### src/rtl/rr_grant_arbiter.sv
// rr_grant_arbiter: round-robin arbiter for N = 2**WIDTH requesters.
// Registers a binary grant index (grant_idx) for the downstream one-hot decoder.
// A grant is held until the owner pulses release_grant. An optional hold
// watchdog is compiled in by defining RR_GRANT_ARBITER_TIMEOUT_EN. It forces a
// release after MAX_HOLD GRANT cycles and pulses timeout for one cycle.
module rr_grant_arbiter #(
    parameter int WIDTH    = 2,
    parameter int MAX_HOLD = 16
) (
    input  logic                clk,
    input  logic                rst_n,
    input  logic [2**WIDTH-1:0] req,
    input  logic                release_grant,
    output logic                grant_valid,
    output logic [WIDTH-1:0]    grant_idx,
    output logic                timeout
);

    localparam int N = 2**WIDTH;

    typedef enum logic {
        IDLE  = 1'b0,
        GRANT = 1'b1
    } state_t;

    state_t           state;
    state_t           state_next;
    logic [WIDTH-1:0] last_ptr;
    logic [WIDTH-1:0] scan_idx;
    logic [WIDTH-1:0] win_idx;
    logic             win_found;
    logic             hold_expired;
    logic             grant_valid_next;
    logic             timeout_next;

    // The watchdog limit must leave at least one full cycle before the forced release.
    if (MAX_HOLD < 2) begin : g_bad_max_hold
        $error("rr_grant_arbiter: MAX_HOLD must be at least 2");
    end

    // Round-robin scan. Start one past the last winner and wrap naturally in WIDTH bits.
    always_comb begin
        // NOTE: every always_comb output gets a default first, so no path leaves it unassigned and infers a latch.
        win_found = 1'b0;
        win_idx   = '0;
        scan_idx  = '0;
        for (int k = 0; k < N; k++) begin
            scan_idx = last_ptr + WIDTH'(k + 1);
            if (!win_found && req[scan_idx]) begin
                win_found = 1'b1;
                win_idx   = scan_idx;
            end
        end
    end

`ifdef RR_GRANT_ARBITER_TIMEOUT_EN
    localparam int CW = $clog2(MAX_HOLD + 1);

    logic [CW-1:0] hold_cnt;

    // Count GRANT cycles held without release. The count is zero while idle, so each grant starts from 0.
    always_ff @(posedge clk or negedge rst_n) begin
        if (!rst_n) begin
            hold_cnt <= '0;
        end else if (state == IDLE) begin
            hold_cnt <= '0;
        end else if (!release_grant) begin
            hold_cnt <= hold_cnt + 1'b1;
        end
    end

    assign hold_expired = (state == GRANT) && (hold_cnt == CW'(MAX_HOLD - 1));
`else
    assign hold_expired = 1'b0;
`endif

    // State register.
    always_ff @(posedge clk or negedge rst_n) begin
        // NOTE: sequential state uses non-blocking assignments so every register samples pre-edge values.
        if (!rst_n) begin
            state <= IDLE;
        end else begin
            state <= state_next;
        end
    end

    // Next state. Arbitrate from IDLE, then leave GRANT on release or when the watchdog expires.
    always_comb begin
        state_next = state;
        case (state)
            IDLE:    if (|req) state_next = GRANT;
            GRANT:   if (release_grant || hold_expired) state_next = IDLE;
            default: state_next = IDLE;
        endcase
    end

    // Next output values. A watchdog release that coincides with a normal release does not raise timeout.
    always_comb begin
        grant_valid_next = (state_next == GRANT);
        timeout_next     = hold_expired && !release_grant;
    end

    // Registered outputs and the round-robin pointer. Only a fresh arbitration updates the index.
    always_ff @(posedge clk or negedge rst_n) begin
        if (!rst_n) begin
            grant_valid <= 1'b0;
            grant_idx   <= '0;
            timeout     <= 1'b0;
            last_ptr    <= '1;
        end else begin
            grant_valid <= grant_valid_next;
            timeout     <= timeout_next;
            if (state == IDLE && win_found) begin
                grant_idx <= win_idx;
                last_ptr  <= win_idx;
            end
        end
    end

endmodule

### config.mk
export PLATFORM = sky130hd
export DESIGN_NAME = rr_grant_arbiter
export DESIGN_NICKNAME = d
export VERILOG_FILES = /design/src/rtl/rr_grant_arbiter.sv
export SDC_FILE = /design/constraint.sdc
export NUM_CORES = 1
export LEC_CHECK = 0
export ABC_AREA = 1
export CAP_MARGIN = 10
export CELL_PAD_IN_SITES_DETAIL_PLACEMENT = 1
export CELL_PAD_IN_SITES_GLOBAL_PLACEMENT = 2
export CORE_MARGIN = 2
export CORE_UTILIZATION = 25
export DETAILED_ROUTE_END_ITERATION = 6
export HOLD_SLACK_MARGIN = 0.02
export PLACE_DENSITY_LB_ADDON = 0.3
export SLEW_MARGIN = 40
export SYNTH_ARGS = -nofsm -noshare
export SYNTH_HDL_FRONTEND = slang
export SYNTH_SLANG_ARGS = --single-unit
### constraint.sdc
create_clock -name clk -period 1.5 [get_ports clk]
set_input_delay 0.15 -clock clk [delete_from_list [all_inputs] [get_ports clk]]
set_output_delay 0.15 -clock clk [all_outputs]
set_load 0.03 [all_outputs]
==> results of run 1 <==
[per-layer routing]
layer	part of all wire, %	up-vias	GRT usage (%)
met2	51	8	24.5
li1	-	278	-
met3	1.8	0	2.73
met5	0	-	0
met4	0	0	4.17
met1	47	253	13.8
[critical path, delay by kind of cell, from the launching register on]
family        cells  cell delay (ns)
buf+inv           3             0.20
flops             1             0.55
simple gates      9             0.66
[synth_stat cells]
cell	instances	share of area (%)
nand2_2	6	7.3
nor2_4	1	2.2
nor2_1	1	0.73
nand2_1	28	20
inv_1	10	7.3
a21boi_0	1	1.5
a31oi_1	1	1.2
buf_6	1	2.2
nand2_4	6	13
conb_1	1	0.73
buf_4	1	1.5
o21ai_0	2	1.9
inv_2	2	1.5
dfrtp_1	3	15
a21oi_1	1	0.97
nand4_1	1	1.2
dfstp_2	2	10
inv_8	1	2.2
nand3_1	10	9.7
[logic make-up after synthesis]
family	Yosys count	share of synthesized area, %
AND/OR/NAND/NOR	53	54.5
buffers and inverters	15	14.5
AO/OA/AOI/OAI	5	5.57
flip-flops	5	24.7
other	1	0.726
[worst paths after layout]
kind / cells after the start / startpoint / slack [ns] / end
min in group clk: 2 / release_grant / 0.46 / grant_valid
worst min register to register: 2 / grant_idx[1] / 0.48 / grant_idx[1]
worst max-delay path: 12 / last_ptr[0] / -0.01 / grant_idx[1]
worst max register to register: 12 / last_ptr[0] / -0.01 / grant_idx[1]
max in group asynchronous: 1 / rst_n / 1.11 / last_ptr[0]
worst min-delay path: 1 / rst_n / 0.13 / grant_idx[0]
[per-stage QoR]
step	worst slack, ns	TNS, ns
6_report	-0.0139	-0.0139
5_1_grt	-0.111	-0.293
4_1_cts	-0.00618	-0.00618
3_5_place_dp	-0.0674	-0.146
3_3_place_gp	-0.0423	-0.0694
2_1_floorplan	0.111	0
[sequential cells by signal (all words and copies together), names as in the netlist]
name	cells
grant_idx	2
last_ptr	2
grant_valid	1
[timing repair]
item,4_1_cts,5_1_grt
resized for setup,1,13
setup buffers,2,1
pin swaps,0,11
hold buffers,0,0
setup endpoints to repair,4,4
[where the power goes]
part / internal (mW) / switching (mW)
registers: 0.227 / 0.0610
logic: 0.586 / 0.846
clock network: 0.101 / 0.0562
[cell type report]
| cell class | count | area (um^2) |
|---|---|---|
| repair buffers | 17 | 160 |
| well taps | 27 | 33.8 |
| fillers | 256 | 1190 |
| clock buffers | 4 | 26.3 |
| inverters | 13 | 56.3 |
| flip-flops and latches | 5 | 128 |
| multi-input cells | 59 | 364 |
==> results.sh, run 1 <==
export IMPL_layout_commonest_cell="nand2_1"
export IMPL_worstPathMaxFanout=8
export IMPL_whs_ns=0.132
export IMPL_timing_final_crit_share_pct=101
export IMPL_insertedDiodeCount=0
export IMPL_die_w_um=49.5
export IMPL_synth_distinct_cells=19
export IMPL_finalMaxSlewViolations=0
export IMPL_synth_cells=79
export IMPL_drive_gt1_share_pct=38.8
export IMPL_syn_nets=86
export IMPL_synth_seq_area_share_pct=24.7
export IMPL_cp_arrival_ns=1.65
export IMPL_dieHeight_um=49.5
export IMPL_track_usage_pct=12.8
export IMPL_synth_area_um2=517
export IMPL_grt_pass1_wl_um=2450
export IMPL_root_buffer="clkbuf_4"
export IMPL_grt_pass1_vias=625
export IMPL_ys_warnings_count=0
export IMPL_power_total_mw=1.88
export IMPL_io_buffers=9
export IMPL_crit_path_top_delay_cell="dfstp_2"
export IMPL_final_cell_area_um2=768
export IMPL_critPathRequiredTime_ns=1.63
export IMPL_startpoint_type="flip-flop"
export IMPL_fin_util_pct=39.2
export IMPL_finalNonFillerCells=125
export IMPL_cp_cell_sequence="buf_12 -> inv_8 -> nand2_2 -> nand2_2 -> nand2_4 -> nand2_4 -> nor2_4 -> nand3_2 -> nand2_2 -> inv_2 -> nand2_2 -> nand2_1"
export IMPL_drt_iter0_markers=7
export IMPL_ir_worst_vdd_mv=1.02
export IMPL_clkTransAtPathRegs_ns=0.04
export IMPL_wl_per_cell_um=11.0
export IMPL_critical_path_class="flip-flop to flip-flop"
export IMPL_worst_path_most_repeated_cell="nand2_2"
export IMPL_syn_area_per_cell_um2=6.54
export IMPL_ioPinCount=11
export IMPL_dr_pass1_iters=2
export IMPL_worstHoldPathType="input port to asynchronous set/reset pin"
export IMPL_gr_total_overflow=0
export IMPL_antenna_left=0
export IMPL_clkLatencyLatePin_ns=0.24
export IMPL_vias=539
export IMPL_setup_ws_ns=-0.0139
export IMPL_final_net_count=106
export IMPL_tritoncts="done"
export IMPL_routed_via_density=4.31
export IMPL_grt_max_degree=9
export IMPL_fp_dieArea_mm2=0.00245
export IMPL_placed_area_um2=659
export IMPL_skew_ns=0.00185
export IMPL_min_period_ns=1.51
export IMPL_max_freq_ghz=0.661
export IMPL_start_util_pct=26.3
export IMPL_core_mm2=0.00196
export IMPL_drc=0
export IMPL_clock_sinks=5
export IMPL_finalSetupViolations=1
export IMPL_end_kind="flip-flop"
export IMPL_status="complete, but fails checks"
export IMPL_wirelength_um=1370
export IMPL_max_stage_delay_ns=0.55
export IMPL_rsz0062_at_grt="true"
export IMPL_maxCapViolations=0
export IMPL_numCtsBuffers=3
export IMPL_hpwlAfterDp_um=1120
export IMPL_rows=16
export IMPL_routabilityCongestion=0.686
export IMPL_antenna_found_initial=0
export IMPL_hold_viol=0
export IMPL_p_leak_nw=0.411
export IMPL_violations="negative setup slack"
export IMPL_layout_common_cells="nand2_1 (24), nand2_4 (10), inv_1 (9), clkdlybuf4s50_1 (9)"
export IMPL_area_growth_pct=48.7
export IMPL_powerDensity_mw_per_mm2=2440
export IMPL_ys_seq_elements=5
export IMPL_clock_path_buffers=2
export IMPL_htreeDepth=1
export IMPL_numPlacedInstances=118
Power figures use the tool's default switching activity.
==> inputs of run 2 (changes only) <==
CORE_ASPECT_RATIO = 1.4   (was unset)
==> run 2 against run 1 <==
The flow now finishes without violations. Design area increased by 5.5%. Flip-flop and latch count is the same. Utilization grew 2.4 points. Clock power about the same. Total power is 8.2% higher. Combinational power grew 10%. Wire length up 6.5%.
==> results.sh, run 2 (synthesized netlist as in run 1, its figures left out) <==
export IMPL_status="finished clean"
export IMPL_antenna_left=0
export IMPL_maxCapViolations=0
export IMPL_startpoint_type="flip-flop"
export IMPL_rows=19
export IMPL_fp_dieArea_mm2=0.00245
export IMPL_clkTransAtPathRegs_ns=0.04
export IMPL_dieHeight_um=57.8
export IMPL_reg2reg_depth=10
export IMPL_vias=561
export IMPL_core_mm2=0.00195
export IMPL_grt_pass1_wl_um=2480
export IMPL_finalSetupViolations=0
export IMPL_die_w_um=42.4
export IMPL_htreeDepth=1
export IMPL_track_usage_pct=12.9
export IMPL_drive_gt1_share_pct=43.6
export IMPL_crit_path_top_delay_cell="dfstp_2"
export IMPL_power_total_mw=2.03
export IMPL_gr_total_overflow=0
export IMPL_cts_hold_buf=0
export IMPL_crit_start="last_ptr[0]"
export IMPL_timing_final_crit_share_pct=99.5
export IMPL_rsz0062_at_grt="true"
export IMPL_clkLatencyLatePin_ns=0.24
export IMPL_drc=0
export IMPL_routed_via_density=4.60
export IMPL_p_leak_nw=0.440
export IMPL_rr_startpoint="last_ptr[0]"
export IMPL_clock_path_buffers=2
export IMPL_drt_iter0_markers=1
export IMPL_grt_pass1_vias=578
export IMPL_cp_arrival_ns=1.67
export IMPL_wl_per_cell_um=12.0
export IMPL_wirelength_um=1460
export IMPL_ir_worst_vdd_mv=1.03
export IMPL_powerDensity_mw_per_mm2=2510
export IMPL_min_period_ns=1.49
export IMPL_pre_cts_ws_ns=-0.0836
export IMPL_worst_path_most_repeated_cell="nand2_2"
export IMPL_clock_sinks=5
export IMPL_final_net_count=109
export IMPL_layout_common_cells="nand2_1 (21), nand2_4 (12), inv_1 (10), buf_4 (10), clkdlybuf4s50_1 (9)"
export IMPL_io_buffers=9
export IMPL_hpwlAfterDp_um=1020
export IMPL_r2r_end="grant_idx[1]"
export IMPL_routabilityCongestion=0.715
export IMPL_layout_commonest_cell="nand2_1"
export IMPL_worstPathMaxFanout=8
export IMPL_worstHoldPathType="input port to asynchronous set/reset pin"
export IMPL_critPathRequiredTime_ns=1.68
export IMPL_tritoncts="done"
export IMPL_setup_ws_ns=0.00823
export IMPL_dr_pass1_iters=2
export IMPL_r2r_slack_ns=0.008
export IMPL_top_regs="grant_idx: 2 flops, last_ptr: 2 flops, grant_valid: 1 flops"
export IMPL_numCtsBuffers=3
export IMPL_cp_cell_sequence="buf_12 -> inv_8 -> nand2_2 -> nand2_1 -> buf_4 -> o21ai_1 -> nand3_1 -> nand3_2 -> nand2_2 -> nand2_2"
export IMPL_root_buffer="clkbuf_4"
export IMPL_max_freq_ghz=0.670
export IMPL_grt_max_degree=9
export IMPL_worst_path_buf_inv=3
export IMPL_finalMaxSlewViolations=0
export IMPL_max_stage_delay_ns=0.55
export IMPL_end_kind="flip-flop"
export IMPL_hold_viol=0
export IMPL_cp_top_family="flip-flops"
export IMPL_start_util_pct=26.5
export IMPL_critical_path_class="flip-flop to flip-flop"
export IMPL_insertedDiodeCount=0
export IMPL_skew_ns=0.000879
export IMPL_area_growth_pct=56.9
export IMPL_antenna_found_initial=0
export IMPL_ioPinCount=11
run 2: power breakdown:
| part | leakage, nW | internal (mW) | switching (mW) |
|---|---|---|---|
| registers | 0.0567 | 0.228 | 0.0685 |
| clock network | 0.0150 | 0.100 | 0.0539 |
| logic | 0.368 | 0.667 | 0.913 |
run 2: layer usage:
| metal | share of wire (%) | global-route usage [%] |
|---|---|---|
| met1 | 42 | 14.8 |
| met2 | 55 | 24.8 |
| met3 | 1.6 | 1.87 |
| met4 | 1.1 | 2.68 |
| met5 | 0 | 0 |
run 2: how the worst max path moves through the flow:
stage	slack [ns]	cells past startpoint	to
after floorplan	0.11	12	grant_idx[1]
after global placement	-0.06	9	grant_idx[0]
after detailed placement	-0.08	8	grant_idx[1]
after CTS	-0.008	12	grant_idx[1]
after global routing	-0.1	12	grant_idx[1]
final	0.008	10	grant_idx[1]
run 2: area by class of cell:
| class | instances | area (um^2) |
|---|---|---|
| fillers | 250 | 1140 |
| multi-input cells | 59 | 387 |
| repair buffers | 20 | 185 |
| flip-flops and latches | 5 | 128 |
| inverters | 13 | 58.8 |
| clock buffers | 4 | 26.3 |
| well taps | 21 | 26.3 |
run 2: per-stage QoR:
stage	hold WS [ns]	setup TNS, ns	utilization [%]	instances	instance area [um^2]
detailed placement	0.387	-0.246	32.7	110	637
finish	0.130	0	41.6	122	811
CTS	0.133	-0.00782	36.3	118	708
global placement	0.385	-0.167	32.7	110	637
global route	0.138	-0.305	41.6	122	811
floorplan	-0.146	0	-	79	517
run 2: what timing repair did:
item	in CTS	in global routing
pin swaps	3	8
endpoints found under the setup margin	4	4
cloned	0	0
resized for setup	3	20
buffers inserted	4	4
==> patch: new RTL, config.mk and constraints of run 1 <==
`WIDTH`: 2 -> 4. Comments in the files are not updated.
--- a/src/rtl/rr_grant_arbiter.sv
+++ b/src/rtl/rr_grant_arbiter.sv
@@ -4,7 +4,7 @@
 // watchdog is compiled in by defining RR_GRANT_ARBITER_TIMEOUT_EN. It forces a
 // release after MAX_HOLD GRANT cycles and pulses timeout for one cycle.
 module rr_grant_arbiter #(
-    parameter int WIDTH    = 2,
+    parameter int WIDTH    = 4,
     parameter int MAX_HOLD = 16
 ) (
     input  logic                clk,
Ports: changed (resized grant_idx and req); port bits go from 11 to 25. The function was not compared with the original's and may differ.
==> patch against run 1 <==
  * The run still ends with negative setup slack left
  * Worst setup slack lost 1.6 ns
  * Area after synthesis grew to 4.1 times the old value
  * Via count grew to 5.7 times the old value
  * Sequential cell count grew 4
  * Critical path depth grew 8
  * Wire length grew to 7.5 times the old value
  * Sequential share of layout area shrank 10 points
  * Fmax shrank 51%
  * Final area grew to 4.9 times the old value
Power is left out: the tool's default activity adds up to more than one toggle a clock period on the data nets, which glitch-free logic cannot reach.
==> patch: results (changes against run 1) <==
status=finished, violations left; failing checks=negative setup slack; Non-clk invs=47 (+34); comb_multi_in=331 (+460%); Seq/Total Area, Yosys=10.8% (-14 points); Final WS setup=-1.60 ns (-1.59 ns); number of global-route vias before repair=3212 (+410%); Critical-path top delay cell=dfstp_2; NonClk Buf Share=29.9% (+9.1 points); Signal buffers=130 (+113); final setup vio count=8 (+7); TNS Setup=-12.69 ns (-12.68 ns); met3 Usage GRT=0.776% (-2.0 points); Post-Place Cells=598 (+410%); storage element area=230 sq um (+80%); Filler cells=1114 (+340%); Post-Syn Area per Cell=5.39 sq um (-18%); Num Clock Sinks=9 (+4); Post-synth top cells=130 x nand2_1, 83 x nand3_1, 37 x inv_1, 37 x nor2_1, 15 x nand4_1; crit-path max FO=6 (-2); Synth area leaders=nand2_1 23%, nand3_1 19%, inv_1 6.5%, nor2_1 6.5%, dfrtp_1 5.9%; crit path launch=last_ptr[1]$_DFFE_PN1P_; ClkCell Share=1.21% (-2.2 points); Syn Nets=423 (+390%); largest stage delay on the critical path=0.58 ns (+0.03 ns); grt met2 use=42.5% (+18 points); placer congestion estimate=0.871 (+27%); setup slack at placement=-1.60 ns (-1.53 ns); DR top layer=met4; placed cell areas=3190 sq um (+380%); Iteration-0 DRC Markers=120 (+113); biggest regs=grant_idx: 4 flops, last_ptr: 4 flops, grant_valid: 1 flops; Worst EP arrival=3.23 ns (+1.58 ns); area of the multi-input gates=2010 sq um (+450%); met2 wire length=5230 um (+640%); clock skew=0.00361 ns (+0.00175 ns); DRT met1 WL=4670 um (+630%); Vias/cell=4.92 (+14%); post-route cell area=3730 sq um (+390%); final non-filler cell total=626 (+400%); nets=549 (+420%); Syn-to-layout area delta=74.8%; IO Port Bufs=23 (+14)
-- patch: changes by cell type in the layout (fill, tap and decap cells not counted), sizes merged, moves of 9 or more --
cell	delta
nor2	+41
inv	+31
nand4	+17
buf	+99
nand3	+74
o21ai	+9
clkdlybuf4s50	+9
nand2	+95
a21oi	+9
-- patch: what timing repair did --
action / CTS / global route
gates resized for setup: 58 / 23
endpoints found under the setup margin: 9 / 9
pin swaps: 34 / 10
cloned: 2 / 0
setup buffers: 15 / 7
-- patch: cell families after synthesis --
| logic type | after synthesis | share of synthesized area, % |
|---|---|---|
| buffers and inverters | 56 | 11.0 |
| adder cells (fa/ha/maj) | 8 | 4.69 |
| AO/OA/AOI/OAI | 26 | 6.62 |
| AND/OR/NAND/NOR | 290 | 63.4 |
| other | 1 | 0.176 |
| XOR/XNOR | 6 | 3.34 |
| flip-flops | 9 | 10.8 |
